**config.mk**
```make
export PLATFORM = sky130hd
export DESIGN_NAME = operand_bypass
export DESIGN_NICKNAME = d
export VERILOG_FILES = /design/src/rtl/operand_bypass.sv
export SDC_FILE = /design/constraint.sdc
export NUM_CORES = 1
export LEC_CHECK = 0
export BUFFER_PORTS_ARGS = -buffer_cell sky130_fd_sc_hd__buf_2
export CAP_MARGIN = 20
export CORE_AREA = 2 2 124 126
export DETAILED_ROUTE_END_ITERATION = 16
export DIE_AREA = 0 0 126 128
export PLACE_DENSITY_LB_ADDON = 0.1
export SYNTH_ARGS = -nofsm -noshare
export SYNTH_HDL_FRONTEND = slang
export SYNTH_SLANG_ARGS = --single-unit
```
**constraint.sdc**
```tcl
create_clock -name clk -period 2.5 [get_ports clk]
set_input_delay 0.25 -clock clk [delete_from_list [all_inputs] [get_ports clk]]
set_output_delay 0.25 -clock clk [all_outputs]
set_load 0.005 [all_outputs]
```
**src/rtl/operand_bypass.sv**
```systemverilog
// ID/EX operand forwarding (EX > MEM > WB > regfile) with a one-bubble load-use interlock.
// Operands register one edge after sampling; stall_in holds all state, flush clears the slot and wins over everything.
module operand_bypass #(
    parameter int XLEN   = 32,
    parameter int NSRC   = 2,
    parameter int WB_FWD = 1,
    parameter int CNT_W  = 16
) (
    input  logic                   clk,
    input  logic                   reset,
    input  logic                   id_valid,
    input  logic [NSRC*5-1:0]      id_rs_addr,
    input  logic [NSRC-1:0]        id_rs_use,
    input  logic [NSRC*XLEN-1:0]   id_rs_data,
    input  logic                   ex_valid,
    input  logic                   ex_wen,
    input  logic                   ex_is_load,
    input  logic [4:0]             ex_rd,
    input  logic [XLEN-1:0]        ex_result,
    input  logic                   mem_valid,
    input  logic                   mem_wen,
    input  logic                   mem_is_load,
    input  logic [4:0]             mem_rd,
    input  logic [XLEN-1:0]        mem_alu,
    input  logic [XLEN-1:0]        mem_rdata,
    input  logic                   wb_valid,
    input  logic                   wb_wen,
    input  logic [4:0]             wb_rd,
    input  logic [XLEN-1:0]        wb_data,
    input  logic                   stall_in,
    input  logic                   flush,
    output logic [NSRC*XLEN-1:0]   op_data,
    output logic                   op_valid,
    output logic [NSRC*2-1:0]      fwd_src,
    output logic                   stall_out,
    output logic [CNT_W-1:0]       lu_stalls
);

    typedef enum logic {RUN = 1'b0, LU_STALL = 1'b1} state_t;

    state_t                 state, state_nxt;
    logic [NSRC*XLEN-1:0]   fwd_data;
    logic [NSRC*2-1:0]      fwd_tag;
    logic [NSRC-1:0]        ld_hit;
    logic                   hazard;

    genvar g;
    for (g = 0; g < NSRC; g++) begin : g_src
        logic [4:0]      rs;
        logic            ex_hit, mem_hit, wb_hit;
        logic [XLEN-1:0] sel_data;
        logic [1:0]      sel_tag;

        assign rs      = id_rs_addr[5*g +: 5];
        assign ex_hit  = id_rs_use[g] && ex_valid  && ex_wen  && (ex_rd  == rs) && (rs != 5'd0);
        assign mem_hit = id_rs_use[g] && mem_valid && mem_wen && (mem_rd == rs) && (rs != 5'd0);
        assign wb_hit  = (WB_FWD != 0) && id_rs_use[g] && wb_valid && wb_wen &&
                         (wb_rd == rs) && (rs != 5'd0);

        always_comb begin
            sel_data = id_rs_data[g*XLEN +: XLEN];
            sel_tag  = 2'd0;
            if (ex_hit) begin
                sel_data = ex_result;
                sel_tag  = 2'd1;
            end else if (mem_hit) begin
                sel_data = mem_is_load ? mem_rdata : mem_alu;
                sel_tag  = 2'd2;
            end else if (wb_hit) begin
                sel_data = wb_data;
                sel_tag  = 2'd3;
            end
        end

        assign fwd_data[g*XLEN +: XLEN] = sel_data;
        assign fwd_tag[g*2 +: 2]        = sel_tag;
        // EX wins priority, so an EX load hit is always the selected producer
        assign ld_hit[g]                = ex_hit && ex_is_load;
    end

    assign hazard = |ld_hit;

    always_ff @(posedge clk or negedge reset) begin
        if (!reset) state <= RUN;
        else        state <= state_nxt;
    end

    always_comb begin
        state_nxt = state;
        if (flush)
            state_nxt = RUN;
        else if (!stall_in) begin
            case (state)
                RUN:      state_nxt = stall_out ? LU_STALL : RUN;
                LU_STALL: state_nxt = RUN;
                default:  state_nxt = RUN;
            endcase
        end
    end

    always_comb begin
        stall_out = 1'b0;
        if (reset && (state == RUN) && !flush && !stall_in)
            stall_out = hazard && id_valid;
    end

    always_ff @(posedge clk or negedge reset) begin
        if (!reset) begin
            op_data  <= '0;
            op_valid <= 1'b0;
            fwd_src  <= '0;
        end else if (flush) begin
            op_data  <= '0;
            op_valid <= 1'b0;
            fwd_src  <= '0;
        end else if (!stall_in) begin
            if (stall_out) begin
                op_data  <= '0;
                op_valid <= 1'b0;
                fwd_src  <= '0;
            end else begin
                op_data  <= fwd_data;
                op_valid <= id_valid;
                fwd_src  <= fwd_tag;
            end
        end
    end

    always_ff @(posedge clk or negedge reset) begin
        if (!reset)
            lu_stalls <= '0;
        else if (stall_out && (lu_stalls != {CNT_W{1'b1}}))
            lu_stalls <= lu_stalls + {{(CNT_W-1){1'b0}}, 1'b1};
    end

endmodule

```
After elaboration in Yosys (flattened, before gate mapping)
Index checks and enable logic that the tools add are counted.
{"block": "op_classes", "n_mul": 0, "eq_ne": 8, "mux": 27, "bitwise": 1, "n_div": 0, "n_lt_le_gt_ge": 0, "n_shift": 0, "reduce_logical": 36, "add_sub_neg": 1}
{"cell": "$mux 32", "count": 7}
{"cell": "$mux 64", "count": 3}
{"cell": "$logic_and 1x1->1", "count": 31}
{"cell": "$eq 5x5->1", "count": 6}
{"cell": "$add 16x1->16 const B", "count": 1}
{"cell": "$ne 16x16->1 const B", "count": 1}
{"cell": "$mux 2", "count": 6}
{"cell": "$mux 4", "count": 3}
{"cell": "$reduce_bool 5->1", "count": 2}
{"cell": "$mux 1", "count": 7}
{"cell": "$logic_not 1->1", "count": 2}
{"cell": "$ne 2x1->1 const B", "count": 1}
{"cell": "$pmux 1 s2", "count": 1}
{"cell": "$reduce_or 2->1", "count": 1}
{"cell": "$not 1->1", "count": 1}
{"block": "word_totals", "latch_bits": 0, "register_bits": 86, "mem_count": 0, "romBits": 0, "mem_bits_rw": 0}

Depth between registers and ports, before layout
{"block": "logic_depth", "depth_word": 12, "mapped_depth": 10, "mapped_depth_nobuf": 7}

Worst setup path after synthesis
No wires, ideal clock.
{"block": "synth_timing", "kind": "input to register", "from": "input port id_rs_addr[4]", "to": "register op_data[63]", "path_stages": 10, "path_buffers": 4, "slack_ns": 0.334, "arrival_ns": 2.037, "cell_sequence": "buf_2 xnor2_1 nand4_1 or4_1 buf_4 a21oi_4 nand2b_4 buf_6 buf_6 a22oi_2"}
{"block": "synth_via", "elab_chain_len": 10, "word_cells_on_any_way": 11, "cone_classes": "eq/ne (1); mux (4); reduce/logical (6)"}
{"element": "start, declared", "line": "12", "text": "input logic [NSRC*5-1:0] id_rs_addr,"}
{"element": "$eq 5x5->1", "line": "55", "text": "assign ex_hit = id_rs_use[g] && ex_valid && ex_wen && (ex_rd == rs) && (rs != 5'd0);"}
{"element": "$logic_and 1x1->1", "line": "55"}
{"element": "$logic_and 1x1->1 *", "line": "55"}
{"element": "$logic_and 1x1->1 *", "line": "78", "text": "assign ld_hit[g] = ex_hit && ex_is_load;"}
{"element": "$reduce_or 2->1 *", "line": "81", "text": "assign hazard = |ld_hit;"}
{"element": "$logic_and 1x1->1 *", "line": "104", "text": "stall_out = hazard && id_valid;"}
{"element": "$mux 1 *", "line": "103", "text": "if (reset && (state == RUN) && !flush && !stall_in)"}
{"element": "via stall_out", "line": "35", "text": "output logic stall_out,"}
{"element": "$mux 64 *", "line": "117", "text": "if (stall_out) begin"}
{"element": "$mux 64 *", "line": "116", "text": "end else if (!stall_in) begin"}
{"element": "$mux 64 *", "line": "112", "text": "end else if (flush) begin"}
{"element": "end signal, assigned", "line": "122", "text": "op_data <= fwd_data;"}
{"element": "end, declared", "line": "32", "text": "output logic [NSRC*XLEN-1:0] op_data,"}
The timed path passes the listed nets; every way through them passes the cells marked *. The select of a mux whose other input is x is not followed.
A chain may end at the register's enable or synchronous reset.

Final worst setup path
{"block": "layout_timing", "from": "input port id_rs_addr[4]", "to": "output port stall_out"}
{"block": "layout_via", "elab_chain_len": 7, "word_cells_on_any_way": 8, "cone_classes": "eq/ne (1); mux (1); reduce/logical (6)"}
{"element": "$eq 5x5->1", "line": "55"}
{"element": "$logic_and 1x1->1", "line": "55"}
{"element": "$logic_and 1x1->1 *", "line": "55"}
{"element": "$logic_and 1x1->1 *", "line": "78"}
{"element": "$reduce_or 2->1 *", "line": "81"}
{"element": "$logic_and 1x1->1 *", "line": "104"}
{"element": "$mux 1 *", "line": "103"}
{"element": "end, declared", "line": "35"}
Mark *: on every way between the ends. The rest lies on a longest branch, timed or not.

==> results.yml <==
critical_path:
  critPathMaxStageDelay_ns: 0.52
  path_buf_inv: 4
  critical_path_class: "input port to output port"
  worstPathRequired_ns: 2.25
  reg_to_reg_critical_path_startpoint: "lu_stalls[0]$_DFFE_PN0P_"
  critical_path_source_type: "input port"
  crit_path_cell_trace: "buf_2 > xnor2_1 > nand4_1 > or4_1 > buf_4 > a21oi_4 > buf_4 > buf_2"
  worst_path_dominant_cell_family: "buffers and inverters"
  setup.worst_path.start: "id_rs_addr[4]"
  endpoint_kind: "output port"
  crit_slowest_cell: "sky130_fd_sc_hd__or4_1"
  critical_path.max_fanout: 14
  crit_arrival_ns: 1.91
placement:
  gp_routability_congestion: 0.907
  dpl_cell_area_sq_um: 8370
  hpwl_dp_um: 18300
  numPortBuffers: 317
synthesis:
  synth_flop_cell: "sky130_fd_sc_hd__dfrtp_1"
  post_synth_instance_area_sq_um: 6410
  synth.largest_area_cell: "sky130_fd_sc_hd__dfrtp_1"
  synth.yosys.warnings: 0
  number_of_storage_elements_in_the_synthesis_netlist: 86
  synthDominantCellAreaShare_pct: 33.6
  post-synth-top-count-cell: "sky130_fd_sc_hd__nand2_1"
  synth.distinct_cells: 46
  synth.cells.most_frequent: "137 x sky130_fd_sc_hd__nand2_1, 99 x sky130_fd_sc_hd__o21ai_0, 86 x sky130_fd_sc_hd__dfrtp_1"
  async_reset_ff_share_pct: 100
  seq_area_frac_synth_pct: 33.6
  synth.avg_cell_area_sq_um: 8.79
  synth.area.top_cells: "sky130_fd_sc_hd__dfrtp_1 34%, sky130_fd_sc_hd__nand2_1 8.0%, sky130_fd_sc_hd__o21ai_0 7.7%"
  postSynthNetCount: 962
  syn_inst: 729
  synth_edf_count: 0
grt:
  grt_pass1_wl_um: 37700
  grt_remaining_overflow: 0
  global_route.usage.total_pct: 29.9
  number_of_global_route_vias_before_repair: 6867
  grt_start_max_net_pins: 61
  grt_antenna_before_repair: 3
sta:
  maximum_clock_frequency_mhz: 463
  maxSlewViolCount: 0
  report.final.setup_viol: 0
  hold_viol: 0
  setup_total_negative_slack_ns: 0
  timing.max_slew.rel_slack_pct: 44.7
  worstMarginPinSlew_ns: 0.829
  period_utilization_pct: 86.3
  fin_worst_skew_ns: 0.00676
  layout_min_cycle_time_ns: 2.16
  rsz0062_at_grt: "false"
cts:
  tritoncts_num_sinks: 86
  max-clock-path-buffers: 2
  cts.repair_timing.setup_buffer_count: 0
  cts.htree.levels: 3
  cts_resized: 0
  clock_latency_ns: 0.34
  cts-root-buf: "sky130_fd_sc_hd__clkbuf_16"
  tritoncts: "yes"
  cts_buffers: 9
  worst_setup_hold_path_clk_slew_ns: 0.07
route:
  via_count: 7096
  drt_pre_antenna_iters: 5
  drtAntennaViolNets: 0
  drtIter0Drc: 468
  post_drt_via_cell_ratio: 5.80
  totalWireLength_um: 24700
  post-route-drc-count: 0
  detail_route.wl_per_cell_um: 20.2
finish:
  design_area_sq_um: 8670
  design.final.nets: 1261
  post_route_cells_drive_above_1_share_pct: 46.4
  syn2layout_area_growth_pct: 35.3
  fill_cells: 1402
floorplan:
  start_util_pct: 43.1
  ios: 318
  rows: 45
  floorplan.die.height_um: 128
  floorplan.core_area_sq_um: 14900
  die_x_um: 126
  die_area_sq_um: 16100
run_status:
  run_status: "completed"
flow_run:
  max_cap_violations: 0
power_and_ir_drop:
  power_density_nw_per_um2: 416
  p_leak_nw: 4.19
  vdd_ir_drop_max_mv: 0.347
hold_path:
  hold_path_startpoint: "id_valid"
  hold_crit_path_type: "input port to flop"
[power by group]
group          switching [W]  leakage [nW]  internal (W)
sequential         0.0000352          1.16       0.00145
combinational       0.000404          2.89      0.000393
clock               0.000612         0.143      0.000709
[placed cells by master, fill, tap and decap left out, types with 3 or more instances in the layout]
cell type / instances
sky130_fd_sc_hd__buf_4: 28
sky130_fd_sc_hd__a21boi_0: 33
sky130_fd_sc_hd__buf_12: 9
sky130_fd_sc_hd__nand4_1: 7
sky130_fd_sc_hd__a22oi_2: 30
sky130_fd_sc_hd__mux2_2: 34
sky130_fd_sc_hd__clkbuf_16: 9
sky130_fd_sc_hd__o21ai_0: 99
sky130_fd_sc_hd__a31o_2: 32
sky130_fd_sc_hd__nor2_1: 4
sky130_fd_sc_hd__a211oi_1: 33
sky130_fd_sc_hd__dfrtp_1: 86
sky130_fd_sc_hd__xnor2_1: 24
sky130_fd_sc_hd__o31a_1: 32
sky130_fd_sc_hd__nor4_1: 3
sky130_fd_sc_hd__xor2_1: 19
sky130_fd_sc_hd__a2bb2oi_1: 32
sky130_fd_sc_hd__or4_1: 4
sky130_fd_sc_hd__nand3_1: 10
sky130_fd_sc_hd__nand2_1: 137
sky130_fd_sc_hd__nand3_2: 3
sky130_fd_sc_hd__diode_2: 3
sky130_fd_sc_hd__buf_2: 316
sky130_fd_sc_hd__and3_1: 9
[layer usage]
layer / track usage [%] / part of all wire, %
met4: 10.4 / 2.2
met2: 52.3 / 50
met3: 5.05 / 7.8
met5: 0 / 0
met1: 37.5 / 40
[cell families after synthesis]
family | after synthesis | synth area share (%)
flops | 86 | 33.6
simple gates | 190 | 13.1
xor+xnor | 43 | 5.88
mux | 34 | 5.97
compound gates | 307 | 36.7
buf+inv | 68 | 4.63
fa+ha+maj | 1 | 0.195
[final timing paths]
check	end	cells after the start	slack [ns]
min in group asynchronous	op_data[58]$_DFFE_PN0P_	3	0.47
min	op_valid$_DFFE_PN0P_	2	0.15
max	stall_out	8	0.34
max in group asynchronous	op_data[5]$_DFFE_PN0P_	4	0.87
min reg2reg	op_data[0]$_DFFE_PN0P_	2	0.47
max reg2reg	lu_stalls[1]$_DFFE_PN0P_	7	0.61
[metrics by stage]
| step | util (%) | hold slack (ns) | worst slack, ns | cells | power, W |
|---|---|---|---|---|---|
| 2_1_floorplan | - | -0.0456 | 0.334 | 729 | 0.00187 |
| 3_3_place_gp | 56.3 | 0.302 | 0.210 | 1204 | 0.00230 |
| 3_5_place_dp | 56.3 | 0.298 | 0.144 | 1204 | 0.00230 |
| 4_1_cts | 58.3 | 0.138 | 0.348 | 1221 | 0.00362 |
| 5_1_grt | 58.3 | 0.145 | 0.253 | 1224 | 0.00375 |
| 6_report | 58.3 | 0.151 | 0.342 | 1224 | 0.00360 |
[timing repair]
action                                  CTS  global route
hold endpoints to repair                 26             0
hold buffers                              1             0
endpoints found under the setup margin    0             0
[final cells by class]
type	count	area, sq um	area share (%)
multi-input cells	575	4000	46.2
flip-flops and latches	86	2150	24.8
repair buffers	354	1980	22.9
clock buffers	10	239	2.76
well taps	188	235	2.71
clock inverters	6	45.0	0.519
inverters	2	7.51	0.0866
diodes	3	7.51	0.0866
[flip-flops by register name, indices dropped and copies added (netlist names)]
| register | count |
|---|---|
| op_valid | 1 |
| fwd_src | 4 |
| state | 1 |
| op_data | 64 |
| lu_stalls | 16 |
Power figures use the tool's default switching activity.
